`src/rtl/operand_fetch_pkg.sv`:
```
// Shared definitions for the operand-fetch stage: register index width,
// architectural register count and the hard-wired zero register.
package operand_fetch_pkg;

  localparam int REG_IDX_W     = 5;
  localparam int NUM_ARCH_REGS = 32;

  typedef logic [REG_IDX_W-1:0] reg_idx_t;

  localparam reg_idx_t X0_IDX = '0;

  // True when a strobe targets a given non-zero register index.
  function automatic logic idx_hit(input logic en, input reg_idx_t a, input reg_idx_t b);
    return en && (a == b) && (b != X0_IDX);
  endfunction

endpackage

```
`src/rtl/operand_fetch_scoreboard.sv`:
```
// Pending-write scoreboard for the operand-fetch stage. One bit per
// architectural register; set when a result leaves for execute, cleared by
// writeback. Lookups mask a bit whose writeback lands this same cycle, since
// that value is already available on the bypass path.
module opfetch_scoreboard
  import operand_fetch_pkg::*;
(
  input  logic     clk,
  input  logic     reset_n,
  input  logic     set_en,
  input  reg_idx_t set_idx,
  input  logic     clr_en,
  input  reg_idx_t clr_idx,
  input  reg_idx_t rs1_idx,
  input  reg_idx_t rs2_idx,
  input  reg_idx_t rd_idx,
  output logic     rs1_busy,
  output logic     rs2_busy,
  output logic     rd_busy
);

  logic [NUM_ARCH_REGS-1:0] pend;
  logic [NUM_ARCH_REGS-1:0] pend_nxt;

  // Next pend vector: clear first so a same-index set wins; x0 never pends.
  always_comb begin
    pend_nxt = pend;
    if (clr_en) pend_nxt[clr_idx] = 1'b0;
    if (set_en) pend_nxt[set_idx] = 1'b1;
    pend_nxt[X0_IDX] = 1'b0;
  end

  // Pend vector register; reset drops all outstanding writebacks.
  always_ff @(posedge clk or negedge reset_n) begin
    if (!reset_n) pend <= '0;
    else          pend <= pend_nxt;
  end

  // Busy lookups, qualified by a same-cycle writeback to the same index.
  always_comb begin
    rs1_busy = pend[rs1_idx] && !idx_hit(clr_en, clr_idx, rs1_idx);
    rs2_busy = pend[rs2_idx] && !idx_hit(clr_en, clr_idx, rs2_idx);
    rd_busy  = pend[rd_idx]  && !idx_hit(clr_en, clr_idx, rd_idx);
  end

endmodule

```
`src/rtl/operand_fetch.sv`:
```
// Operand-fetch stage: reads rs1/rs2 from the register file, bypasses
// same-cycle writeback data, stalls RAW/WAW hazards via a scoreboard and
// registers resolved operands into a valid/ready register feeding execute.
// Optional build macro: OPFETCH_STALL_CNT_EN adds a 32-bit stall counter output.
module operand_fetch
  import operand_fetch_pkg::*;
#(
  parameter int DWIDTH = 64,
  parameter int TWIDTH = 32
) (
  input  logic              clk,
  input  logic              reset_n,
  input  logic              id_valid,
  output logic              id_ready,
  input  logic [4:0]        id_rs1_idx,
  input  logic [4:0]        id_rs2_idx,
  input  logic [4:0]        id_rd_idx,
  input  logic              id_rd_we,
  input  logic [TWIDTH-1:0] id_tag,
  output logic [4:0]        rf_rs1_idx,
  output logic [4:0]        rf_rs2_idx,
  input  logic [DWIDTH-1:0] rf_rd_data_1,
  input  logic [DWIDTH-1:0] rf_rd_data_2,
  input  logic              wb_en,
  input  logic [4:0]        wb_idx,
  input  logic [DWIDTH-1:0] wb_data,
  input  logic              flush,
  output logic              ex_valid,
  input  logic              ex_ready,
  output logic [DWIDTH-1:0] ex_op1,
  output logic [DWIDTH-1:0] ex_op2,
  output logic [4:0]        ex_rd_idx,
  output logic              ex_rd_we,
  output logic [TWIDTH-1:0] ex_tag
`ifdef OPFETCH_STALL_CNT_EN
  ,
  output logic [31:0]       stall_cnt
`endif
);

  logic [DWIDTH-1:0] op1;
  logic [DWIDTH-1:0] op2;
  logic              rs1_busy;
  logic              rs2_busy;
  logic              rd_busy;
  logic              hazard;
  logic              id_fire;
  logic              sb_set;

  assign rf_rs1_idx = id_rs1_idx;
  assign rf_rs2_idx = id_rs2_idx;

  // A result leaving for execute becomes pending; a flushed one never does.
  assign sb_set = ex_valid && ex_ready && ex_rd_we && (ex_rd_idx != X0_IDX) && !flush;

  opfetch_scoreboard u_scoreboard (
    .clk      (clk),
    .reset_n  (reset_n),
    .set_en   (sb_set),
    .set_idx  (ex_rd_idx),
    .clr_en   (wb_en),
    .clr_idx  (wb_idx),
    .rs1_idx  (id_rs1_idx),
    .rs2_idx  (id_rs2_idx),
    .rd_idx   (id_rd_idx),
    .rs1_busy (rs1_busy),
    .rs2_busy (rs2_busy),
    .rd_busy  (rd_busy)
  );

  // Operand select: x0 reads zero, same-cycle writeback beats register file.
  always_comb begin
    op1 = rf_rd_data_1;
    op2 = rf_rd_data_2;
    if (id_rs1_idx == X0_IDX)                   op1 = '0;
    else if (idx_hit(wb_en, wb_idx, id_rs1_idx)) op1 = wb_data;
    if (id_rs2_idx == X0_IDX)                   op2 = '0;
    else if (idx_hit(wb_en, wb_idx, id_rs2_idx)) op2 = wb_data;
  end

  // Hazard: source or destination pending in the scoreboard, or about to be
  // produced by the instruction sitting in the output register.
  always_comb begin
    hazard = rs1_busy || idx_hit(ex_valid && ex_rd_we, ex_rd_idx, id_rs1_idx)
          || rs2_busy || idx_hit(ex_valid && ex_rd_we, ex_rd_idx, id_rs2_idx)
          || (id_rd_we && (rd_busy || idx_hit(ex_valid && ex_rd_we, ex_rd_idx, id_rd_idx)));
    id_ready = !flush && !hazard && (!ex_valid || ex_ready);
    id_fire  = id_valid && id_ready;
  end

  // Output register toward execute: load on handshake, drain on consume/flush.
  always_ff @(posedge clk or negedge reset_n) begin
    if (!reset_n) begin
      ex_valid  <= 1'b0;
      ex_op1    <= '0;
      ex_op2    <= '0;
      ex_rd_idx <= '0;
      ex_rd_we  <= 1'b0;
      ex_tag    <= '0;
    end else if (id_fire) begin
      ex_valid  <= 1'b1;
      ex_op1    <= op1;
      ex_op2    <= op2;
      ex_rd_idx <= id_rd_idx;
      ex_rd_we  <= id_rd_we;
      ex_tag    <= id_tag;
    end else if (flush || ex_ready) begin
      ex_valid  <= 1'b0;
    end
  end

`ifdef OPFETCH_STALL_CNT_EN
  // Count cycles an instruction waits for reasons other than flush.
  always_ff @(posedge clk or negedge reset_n) begin
    if (!reset_n)                            stall_cnt <= '0;
    else if (id_valid && !id_ready && !flush) stall_cnt <= stall_cnt + 32'd1;
  end
`endif

endmodule

```
`config.mk`:
```
export PLATFORM = sky130hd
export DESIGN_NAME = operand_fetch
export DESIGN_NICKNAME = d
export VERILOG_FILES = /design/src/rtl/operand_fetch_pkg.sv /design/src/rtl/operand_fetch_scoreboard.sv /design/src/rtl/operand_fetch.sv
export SDC_FILE = /design/constraint.sdc
export NUM_CORES = 1
export LEC_CHECK = 0
export CORE_MARGIN = 2
export CORE_UTILIZATION = 29
export CTS_BUF_LIST = sky130_fd_sc_hd__clkbuf_4 sky130_fd_sc_hd__clkbuf_8 sky130_fd_sc_hd__clkbuf_16
export CTS_CLUSTER_DIAMETER = 50
export CTS_CLUSTER_SIZE = 16
export DETAILED_ROUTE_END_ITERATION = 12
export GPL_TIMING_DRIVEN = 1
export SLEW_MARGIN = 20
export SYNTH_ARGS = -nofsm -noshare
export SYNTH_HDL_FRONTEND = slang
export SYNTH_SLANG_ARGS = --single-unit
export TNS_END_PERCENT = 100
```
`constraint.sdc`:
```
create_clock -name clk -period 8.1 [get_ports clk]
set_input_delay 1.62 -clock clk [delete_from_list [all_inputs] [get_ports clk]]
set_output_delay 1.62 -clock clk [all_outputs]
set_load 0.05 [all_outputs]
```
== Word level (Yosys, flattened, before mapping) ==
Cells that the tools add are included.

* Bits in registers: 198
* Word-level logic and storage cells: 87
* Output and inout port bits: 178
* Input bits: 251

* Reductions and logical operators: 46
* Magnitude comparators: 7
* Equality and inequality tests: 6
* Mux-type cells: 18
* Bitwise logic cells: 3

{| class="wikitable"
|+ Operators by type and width
! kind !! count
|-
| two-way mux 64 bit || 4
|-
| two-way mux 32 bit || 2
|-
| AND 32 bit || 1
|-
| inverter 32 bit || 1
|-
| bitwise OR 32 bit || 1
|-
| equality test 5 bit || 6
|-
| < comparator 5 x 6 -> 1 bit, second input constant || 5
|-
| logical AND 1 bit || 26
|-
| nonzero test 5 bit || 4
|-
| binary-select mux 1 bit (select 5 bit) || 3
|-
| demux 1 bit (select 5 bit) || 2
|-
| greater-or-equal comparator 5 x 1 -> 1 bit, second input constant || 2
|-
| logical NOT 5 bit || 2
|-
| logical OR 1 bit || 7
|-
| two-way mux 1 bit || 7
|-
| logical NOT 1 bit || 6
|-
| nonzero test 2 bit || 1
|}

== Longest topological paths before layout ==
Gate-level depths: netlist of run 1.

* Depth after elaboration: 14
* Mapped depth: 12
* Gate-level depth less buffers: 7

== Modules after synthesis ==
A second synthesis of run 1 with hierarchy kept.

* Cells, all modules: 989
* Area total of the unflattened synthesis: 11,258.3 sq um

{| class="wikitable"
|+ Modules (own cells, without submodules)
! module !! instances !! sequential area each (sq um) !! cells each !! area an instance (sq um)
|-
| operand_fetch || 1 || 4,179.0 || 760 || 8,862.2
|-
| opfetch_scoreboard || 1 || 775.7 || 229 || 2,396.0
|}

== Least setup slack after synthesis of run 1 ==
Ideal clock, no wire load.

* Path kind: input -> output
* From: input port id_rs1_idx[1]
* To: output port id_ready
* Path slack: 2.933 ns
* Cell stages on the path: 6
* Arrival: 3.547 ns
* Cell sequence: buf_2 > mux4_2 > mux4_2 > nor3b_1 > a31oi_1 > and3b_1

* Longest elaborated chain between the ends: 12
* Elaborated cells on any way between the ends: 18
* Those cells by class: eq/ne (2); mux (2); reduce/logical (14)

{| class="wikitable"
|+ RTL lines
! what !! line !! RTL
|-
| start: declaration || operand_fetch.sv:15 || <nowiki>input logic [4:0] id_rs1_idx,</nowiki>
|-
| parallel branches: the longest is 5 deep, another holds binary-select mux 1 bit (select 5 bit) || - ||
|-
| logical OR 1 bit * || operand_fetch.sv:84 || <nowiki>hazard = rs1_busy || idx_hit(ex_valid && ex_rd_we, ex_rd_idx, id_rs1_idx)</nowiki>
|-
| logical OR 1 bit * (2 in a row) || operand_fetch.sv:85 || <nowiki>|| rs2_busy || idx_hit(ex_valid && ex_rd_we, ex_rd_idx, id_rs2_idx)</nowiki>
|-
| logical OR 1 bit * || operand_fetch.sv:86 || <nowiki>|| (id_rd_we && (rd_busy || idx_hit(ex_valid && ex_rd_we, ex_rd_idx, id_rd_idx)));</nowiki>
|-
| logical NOT 1 bit * || operand_fetch.sv:87 || <nowiki>id_ready = !flush && !hazard && (!ex_valid || ex_ready);</nowiki>
|-
| logical AND 1 bit * (2 in a row) || operand_fetch.sv:87 ||
|-
| end: declaration || operand_fetch.sv:14 || <nowiki>output logic id_ready,</nowiki>
|}

Mark *: on every way between the ends. The select of a mux whose other input is x is not followed.

== Final worst setup path of run 1 ==
* From: input port id_rs2_idx[0]
* To: output port id_ready

* Longest elaborated chain between the ends: 11
* Elaborated cells on any way between the ends: 17
* Those cells by class: eq/ne (2); mux (2); reduce/logical (13)

{| class="wikitable"
|+ RTL lines
! what !! line !! RTL
|-
| start: declaration || operand_fetch.sv:16 || <nowiki>input logic [4:0] id_rs2_idx,</nowiki>
|-
| parallel branches: the longest is 6 deep, another holds binary-select mux 1 bit (select 5 bit) || - ||
|-
| logical OR 1 bit * || operand_fetch.sv:85 ||
|-
| logical OR 1 bit * || operand_fetch.sv:86 ||
|-
| logical NOT 1 bit * || operand_fetch.sv:87 ||
|-
| logical AND 1 bit * (2 in a row) || operand_fetch.sv:87 ||
|}

Marks and branches as above.

==> results of run 1 <==
[cells in the final DEF, fill, tap and decap left out, types with 5 or more instances in the layout]
cell | netlist | routed
clkinv_2 | 0 | 6
mux2i_1 | 9 | 9
nand2_1 | 267 | 267
nand4_1 | 5 | 5
buf_4 | 15 | 10
clkbuf_16 | 0 | 17
a21oi_1 | 130 | 130
clkdlybuf4s50_1 | 0 | 427
mux4_2 | 20 | 20
dfrtp_1 | 198 | 198
mux2_1 | 114 | 114
xnor2_1 | 25 | 25
mux2_2 | 53 | 53
nor2_1 | 9 | 7
inv_1 | 7 | 7
or3_1 | 7 | 5
o21ai_0 | 62 | 62
nand3b_1 | 8 | 8
[how the worst max path moves through the flow]
| stage | endpoint | slack (ps) | cells after the start |
|---|---|---|---|
| after floorplan | id_ready | 2930 | 6 |
| after global placement | id_ready | 1270 | 7 |
| after detailed placement | id_ready | 1250 | 7 |
| after CTS | id_ready | 1240 | 7 |
| after global routing | id_ready | 1090 | 7 |
| final | id_ready | 1240 | 7 |
[cell type report]
cell class              count  area (µm²)  share of cell area
clock buffers              20         460              0.0293
multi-input cells         756        5180               0.329
flip-flops and latches    198        4950               0.315
inverters                   7        26.3             0.00167
diodes                      1        2.50            0.000159
clock inverters            12         124             0.00787
repair buffers            440        4400               0.280
well taps                 468         586              0.0372
[cells by family (layout without fill, tap and decap cells)]
family,count (synthesis),after routing
compound gates,208,208
xor+xnor,28,28
buf+inv,101,479
flops,198,198
mux,197,197
other cells,0,1
simple gates,323,323
[report_power, final]
part           leakage, µW  switching (µW)  internal (µW)
Clock             0.000294             403            475
Combinational      0.00367            1530            889
Sequential         0.00240             214           1310
Total              0.00636            2150           2670
[through the flow]
stage / util / worst slack, ps / std cells / area [µm²]
6_report: 0.431 / 1240 / 1902 / 15700
5_1_grt: 0.431 / 1090 / 1902 / 15700
4_1_cts: 0.431 / 1240 / 1901 / 15700
3_5_place_dp: 0.415 / 1250 / 1869 / 15100
3_3_place_gp: 0.415 / 1270 / 1869 / 15100
2_1_floorplan: - / 2930 / 1055 / 10700
[flip-flops by register name, indices dropped and copies added, names as in the netlist]
| register | count |
|---|---|
| ex_rd_we | 1 |
| ex_rd_idx | 5 |
| ex_op2 | 64 |
| ex_valid | 1 |
| u_scoreboard.pend | 31 |
| ex_tag | 32 |
| ex_op1 | 64 |
[routing by layer]
| layer | wire (µm) | vias to the layer above |
|---|---|---|
| met5 | 0 | - |
| met3 | 2660 | 63 |
| met1 | 16700 | 4660 |
| met4 | 1040 | 0 |
| met2 | 18900 | 387 |
| li1 | - | 4370 |
==> reports/results.ini, run 1 <==
[logic_synthesis]
synth_most_common_cell=nand2_1
yosys.area_share.simple=0.127
synthTopCellsByArea=dfrtp_1, mux2_1, nand2_1, a21oi_1, mux2_2
yosys.area.top_type=dfrtp_1
synth_compound_area_frac=0.102
synth_commonest_cells=nand2_1, dfrtp_1, a21oi_1
yosysSeqAreaShare=0.463
syn_area_um2=10700
synthXorXnorAreaFrac=0.0229
yosysTopAreaCellShare=0.463
syn_nets=1306
async_flop_share=1.00
synthFlopType=dfrtp_1
synth.avg_cell_area_um2=10.1
muxShareOfSynthArea=0.229
yosys_warnings=0
synth_top_family_by_area=multiplexers
synthCells=1055
synth_adder_area_share=0
synth_edf_count=0
synth.distinct_cells=49
synth_seq_cells=198

[sta]
finClkSkew_ps=13.0
maxSlewHeadroom=0.347
rsz0062_at_grt=no
max_slew.worst_pin.slew_ps=979
fin_tns_setup_ps=0
whs_ps=486
slew_violations=0
setup_viol=0
fin_crit_ps=6860
max_freq_mhz=146
fin_crit_sh=0.847
hold_viol_final=0

[worst_setup_path]
rr_worst_depth=8
path_common_cell=clkdlybuf4s50_1
path_buf_inv=2
worstSetupPathType=input pin to output pin
cp.required_ps=6480
r2r-end=ex_op1[1]
slowest_stage=clkdlybuf4s50_1
startpoint_type=input pin
end_kind=output pin
worstPathArrival_ps=5240
critPathLaunch=id_rs2_idx[0]
cpPeakStageDelay_ps=990
r2r_start=ex_rd_idx[2]
reg2reg_slack_ps=4290
crit_chain=clkdlybuf4s50_1 -> mux4_1 -> mux4_2 -> and3_1 -> nor4_1 -> and3b_1 -> clkdlybuf4s50_1
crit_family=buffers and inverters
path_max_fanout=14

[placement]
io_buffers=428
place_congestion=0.915
dp_hpwl_um=27900

[clock_tree]
clockBufferDepth=2
cts_hold_buf=0
cts.sinks=198
root_buffer=clkbuf_16
clk_pin_slew_worst_paths_ps=70
cts_setup_buffers=0
tritoncts=yes
clock_latency_ps=450
cts_resized=0
cts_buffers=17
htreeDepth=4

[grt]
met1_usage=0.254
grt-ovfl-total=0
grt_pass1_wl_um=59500
grt_max_degree=75
met2_usage=0.341
grt_antenna_before_repair=1
grt_pass1_vias=9649
grt_util_met3=0.0466
busiest_layer=met2
grtUsageTotal=0.203

[floorplanning]
io_pins=429
die_w_um=196
rows=70
die_h_um=196
dieArea_um2=38500
floorplan.initialDensity=0.293
core_area_um2=36500

[power_and_ir_drop]
leakagePower_uw=0.00636
worst_ir_drop_vdd_mv=0.199
power_density_nw_per_um2=306
p_total_uw=4820

[detailed_routing]
drc=0
routed_via_density=4.98
drt_first_pass_iters=5
totalWireLength_um=39300
num_vias=9480
ant_nets=0
routedWlPerCell_um=20.7
drtIter0Drc=512

[outcome]
status=finished clean

[run]
drv_cap=0

[layout]
layout-drive-gt1-share=0.0907
syn_to_final_growth_pct=47.0
fin_nets=1671
fillers=3527

[hold_path]
hp-start=ex_tag[2]
holdPathStages=1
hold_path.class=flip-flop to flip-flop
holdPathEnd=ex_tag[2]

Note: power is estimated with default switching activity, not from simulation.
==> run 2, diff against run 1 <==
==> constraint.sdc (replaced) <==
create_clock -name clk -period 6.7 [get_ports clk]
set_input_delay 1.34 -clock clk [delete_from_list [all_inputs] [get_ports clk]]
set_output_delay 1.34 -clock clk [all_outputs]
set_load 0.05 [all_outputs]
==> run 2 against run 1 <==
  * First-iteration DRC count up 13%
  * Non-clock buffer count up 5
  * Global-route usage down 0.12 points
  * Critical endpoint unchanged
  * Highest routed layer unchanged
  * Flip-flop and latch count unchanged
  * Clock-buffer cell count down 1
  * Clock skew about the same
  * Hold slack about the same
  * Critical path depth unchanged
==> reports/results.ini, run 2 (synthesis gave the netlist of run 1 again) <==
[worst_setup_path]
path_max_fanout=14  ; unchanged
slowest_stage=clkdlybuf4s50_1  ; unchanged
cp.required_ps=5360  ; was 6480 ps
worstSetupPathType=input pin to output pin  ; unchanged
worstPathArrival_ps=4430  ; was 5240 ps
startpoint_type=input pin  ; unchanged
cpPeakStageDelay_ps=980  ; was 990 ps
end_kind=output pin  ; unchanged
crit_chain=clkdlybuf4s50_1 -> mux4_1 -> mux4_2 -> and3_1 -> nor4_1 -> and3b_1 -> buf_4  ; was clkdlybuf4s50_1 -> mux4_1 -> mux4_2 -> and3_1 -> nor4_1 -> and3b_1 -> clkdlybuf4s50_1

[detailed_routing]
ant_nets=0  ; unchanged
routed_via_density=5.02  ; was 4.98
totalWireLength_um=38800  ; was 39300 µm
routedWlPerCell_um=20.3  ; was 20.7 µm
drc=0  ; unchanged
drtIter0Drc=577  ; was 512
drt_first_pass_iters=5  ; unchanged
num_vias=9583  ; was 9480

[layout]
layout_commonest_cell=clkdlybuf4s50_1  ; unchanged
fin_area_um2=15800  ; was 15700 µm²
top_regs=ex_op1: 64 flops, ex_op2: 64 flops, ex_tag: 32 flops  ; unchanged
layout-drive-gt1-share=0.0946  ; was 0.0907
final_cell_mix=clkdlybuf4s50_1, nand2_1, dfrtp_1, a21oi_1, mux2_1  ; unchanged
fin_nets=1676  ; was 1671
syn_to_final_growth_pct=47.7  ; was 47.0%

[placement]
io_buffers=428  ; unchanged
dp_hpwl_um=27400  ; was 27900 µm
place_congestion=0.915  ; about the same
place_ws_ps=938  ; was 1250 ps
postPlaceCellArea_um2=15200  ; was 15100 µm²

[sta]
max_slew.worst_pin.slew_ps=892  ; was 979 ps
fin_tns_setup_ps=0  ; unchanged
setup_slack_ps=929  ; was 1240 ps
slew_violations=0  ; unchanged
hold_viol_final=0  ; unchanged
maxSlewHeadroom=0.406  ; was 0.347
fin_crit_sh=0.861
setup_viol=0  ; unchanged
finClkSkew_ps=12.9  ; was 13.0 ps
rsz0062_at_grt=no  ; unchanged
fin_crit_ps=5770
max_freq_mhz=173

[clock_tree]
clk_pin_slew_worst_paths_ps=70  ; about the same
clock_latency_ps=450  ; about the same
tritoncts=yes  ; unchanged
cts_buffers=17  ; unchanged
cts.sinks=198  ; unchanged
clockBufferDepth=2  ; unchanged
cts_resized=0  ; unchanged
htreeDepth=4  ; unchanged
cts_hold_buf=0  ; unchanged
cts_setup_buffers=0  ; unchanged
root_buffer=clkbuf_16  ; unchanged

[floorplanning]
io_pins=429  ; unchanged
dieArea_um2=38500  ; unchanged
floorplan.initialDensity=0.293  ; unchanged
rows=70  ; unchanged
core_area_um2=36500  ; unchanged
die_h_um=196  ; unchanged
die_w_um=196  ; unchanged

[power_and_ir_drop]
worst_ir_drop_vdd_mv=0.246  ; was 0.199 mV
leakagePower_uw=0.00639  ; was 0.00636 µW
power_density_nw_per_um2=369  ; was 306 nW/µm²

[run]
drv_cap=0  ; unchanged

[grt]
grt-ovfl-total=0  ; unchanged
grt_pass1_vias=9732  ; was 9649
grt_pass1_wl_um=59200  ; was 59500 µm
grtUsageTotal=0.201  ; was 0.203
grt_max_degree=102  ; was 75
grt_antenna_before_repair=2  ; was 1

[outcome]
status=finished clean  ; unchanged

[hold_path]
hold_path.class=flip-flop to flip-flop  ; unchanged

-- run 2: cell type report --
class	instances	area, µm²
Tap cell	468	586
Clock buffer	19	447
Multi-Input combinational cell	756	5180
Sequential cell	198	4950
Timing Repair Buffer	445	4460
Inverter	7	26.3
Fill cell	3586	20700
Clock inverter	13	148
Antenna cell	2	5.00
-- run 2: path summary, 6_finish.rpt --
path	from	end	slack [ps]	depth (start not counted)
min in group asynchronous	reset_n	ex_op1[29]	940	1
max in group asynchronous	reset_n	ex_op1[24]	4560	2
max	id_rs2_idx[0]	id_ready	930	7
max reg2reg	u_scoreboard.pend[24]	ex_op1[10]	3100	7
min	ex_tag[29]	ex_tag[29]	490	1
min reg2reg	ex_tag[29]	ex_tag[29]	490	1
-- run 2: metrics by stage --
step	hold slack (ps)	total power, µW	std cells	utilization
floorplan	498	3650	1055	-
global placement	466	4770	1874	0.416
detailed placement	474	4800	1874	0.416
CTS	490	5890	1906	0.433
global route	503	6080	1908	0.433
finish	486	5830	1908	0.433
-- run 2: where the power goes --
part / total [µW] / switching, µW / internal, µW
logic: 2930 / 1850 / 1080
registers: 1840 / 259 / 1580
clock network: 1060 / 494 / 570
total: 5830 / 2610 / 3230
-- run 2: worst max-delay path, delay by kind of cell --
kind	cells	cell delay [ps]
and+or+nand+nor	3	750
muxes	2	1150
buffers and inverters	2	1190
-- run 2: metal layers --
metal | share of wire | global-route usage | wire length (µm)
met2 | 0.48 | 0.333 | 18800
met3 | 0.068 | 0.0462 | 2660
met4 | 0.028 | 0.0741 | 1080
met5 | 0 | 0 | 0
met1 | 0.42 | 0.258 | 16300
==> run 3, diff against run 2 <==
--- a/config.mk
+++ b/config.mk
@@ -9,7 +9,7 @@
 export CORE_UTILIZATION = 29
 export CTS_BUF_LIST = sky130_fd_sc_hd__clkbuf_4 sky130_fd_sc_hd__clkbuf_8 sky130_fd_sc_hd__clkbuf_16
 export CTS_CLUSTER_DIAMETER = 50
-export CTS_CLUSTER_SIZE = 16
+export CTS_CLUSTER_SIZE = 20
 export DETAILED_ROUTE_END_ITERATION = 12
 export GPL_TIMING_DRIVEN = 1
 export SLEW_MARGIN = 20
==> results of run 3 <==
Same layout as run 2: the final DEF is identical, and so are final timing and power.
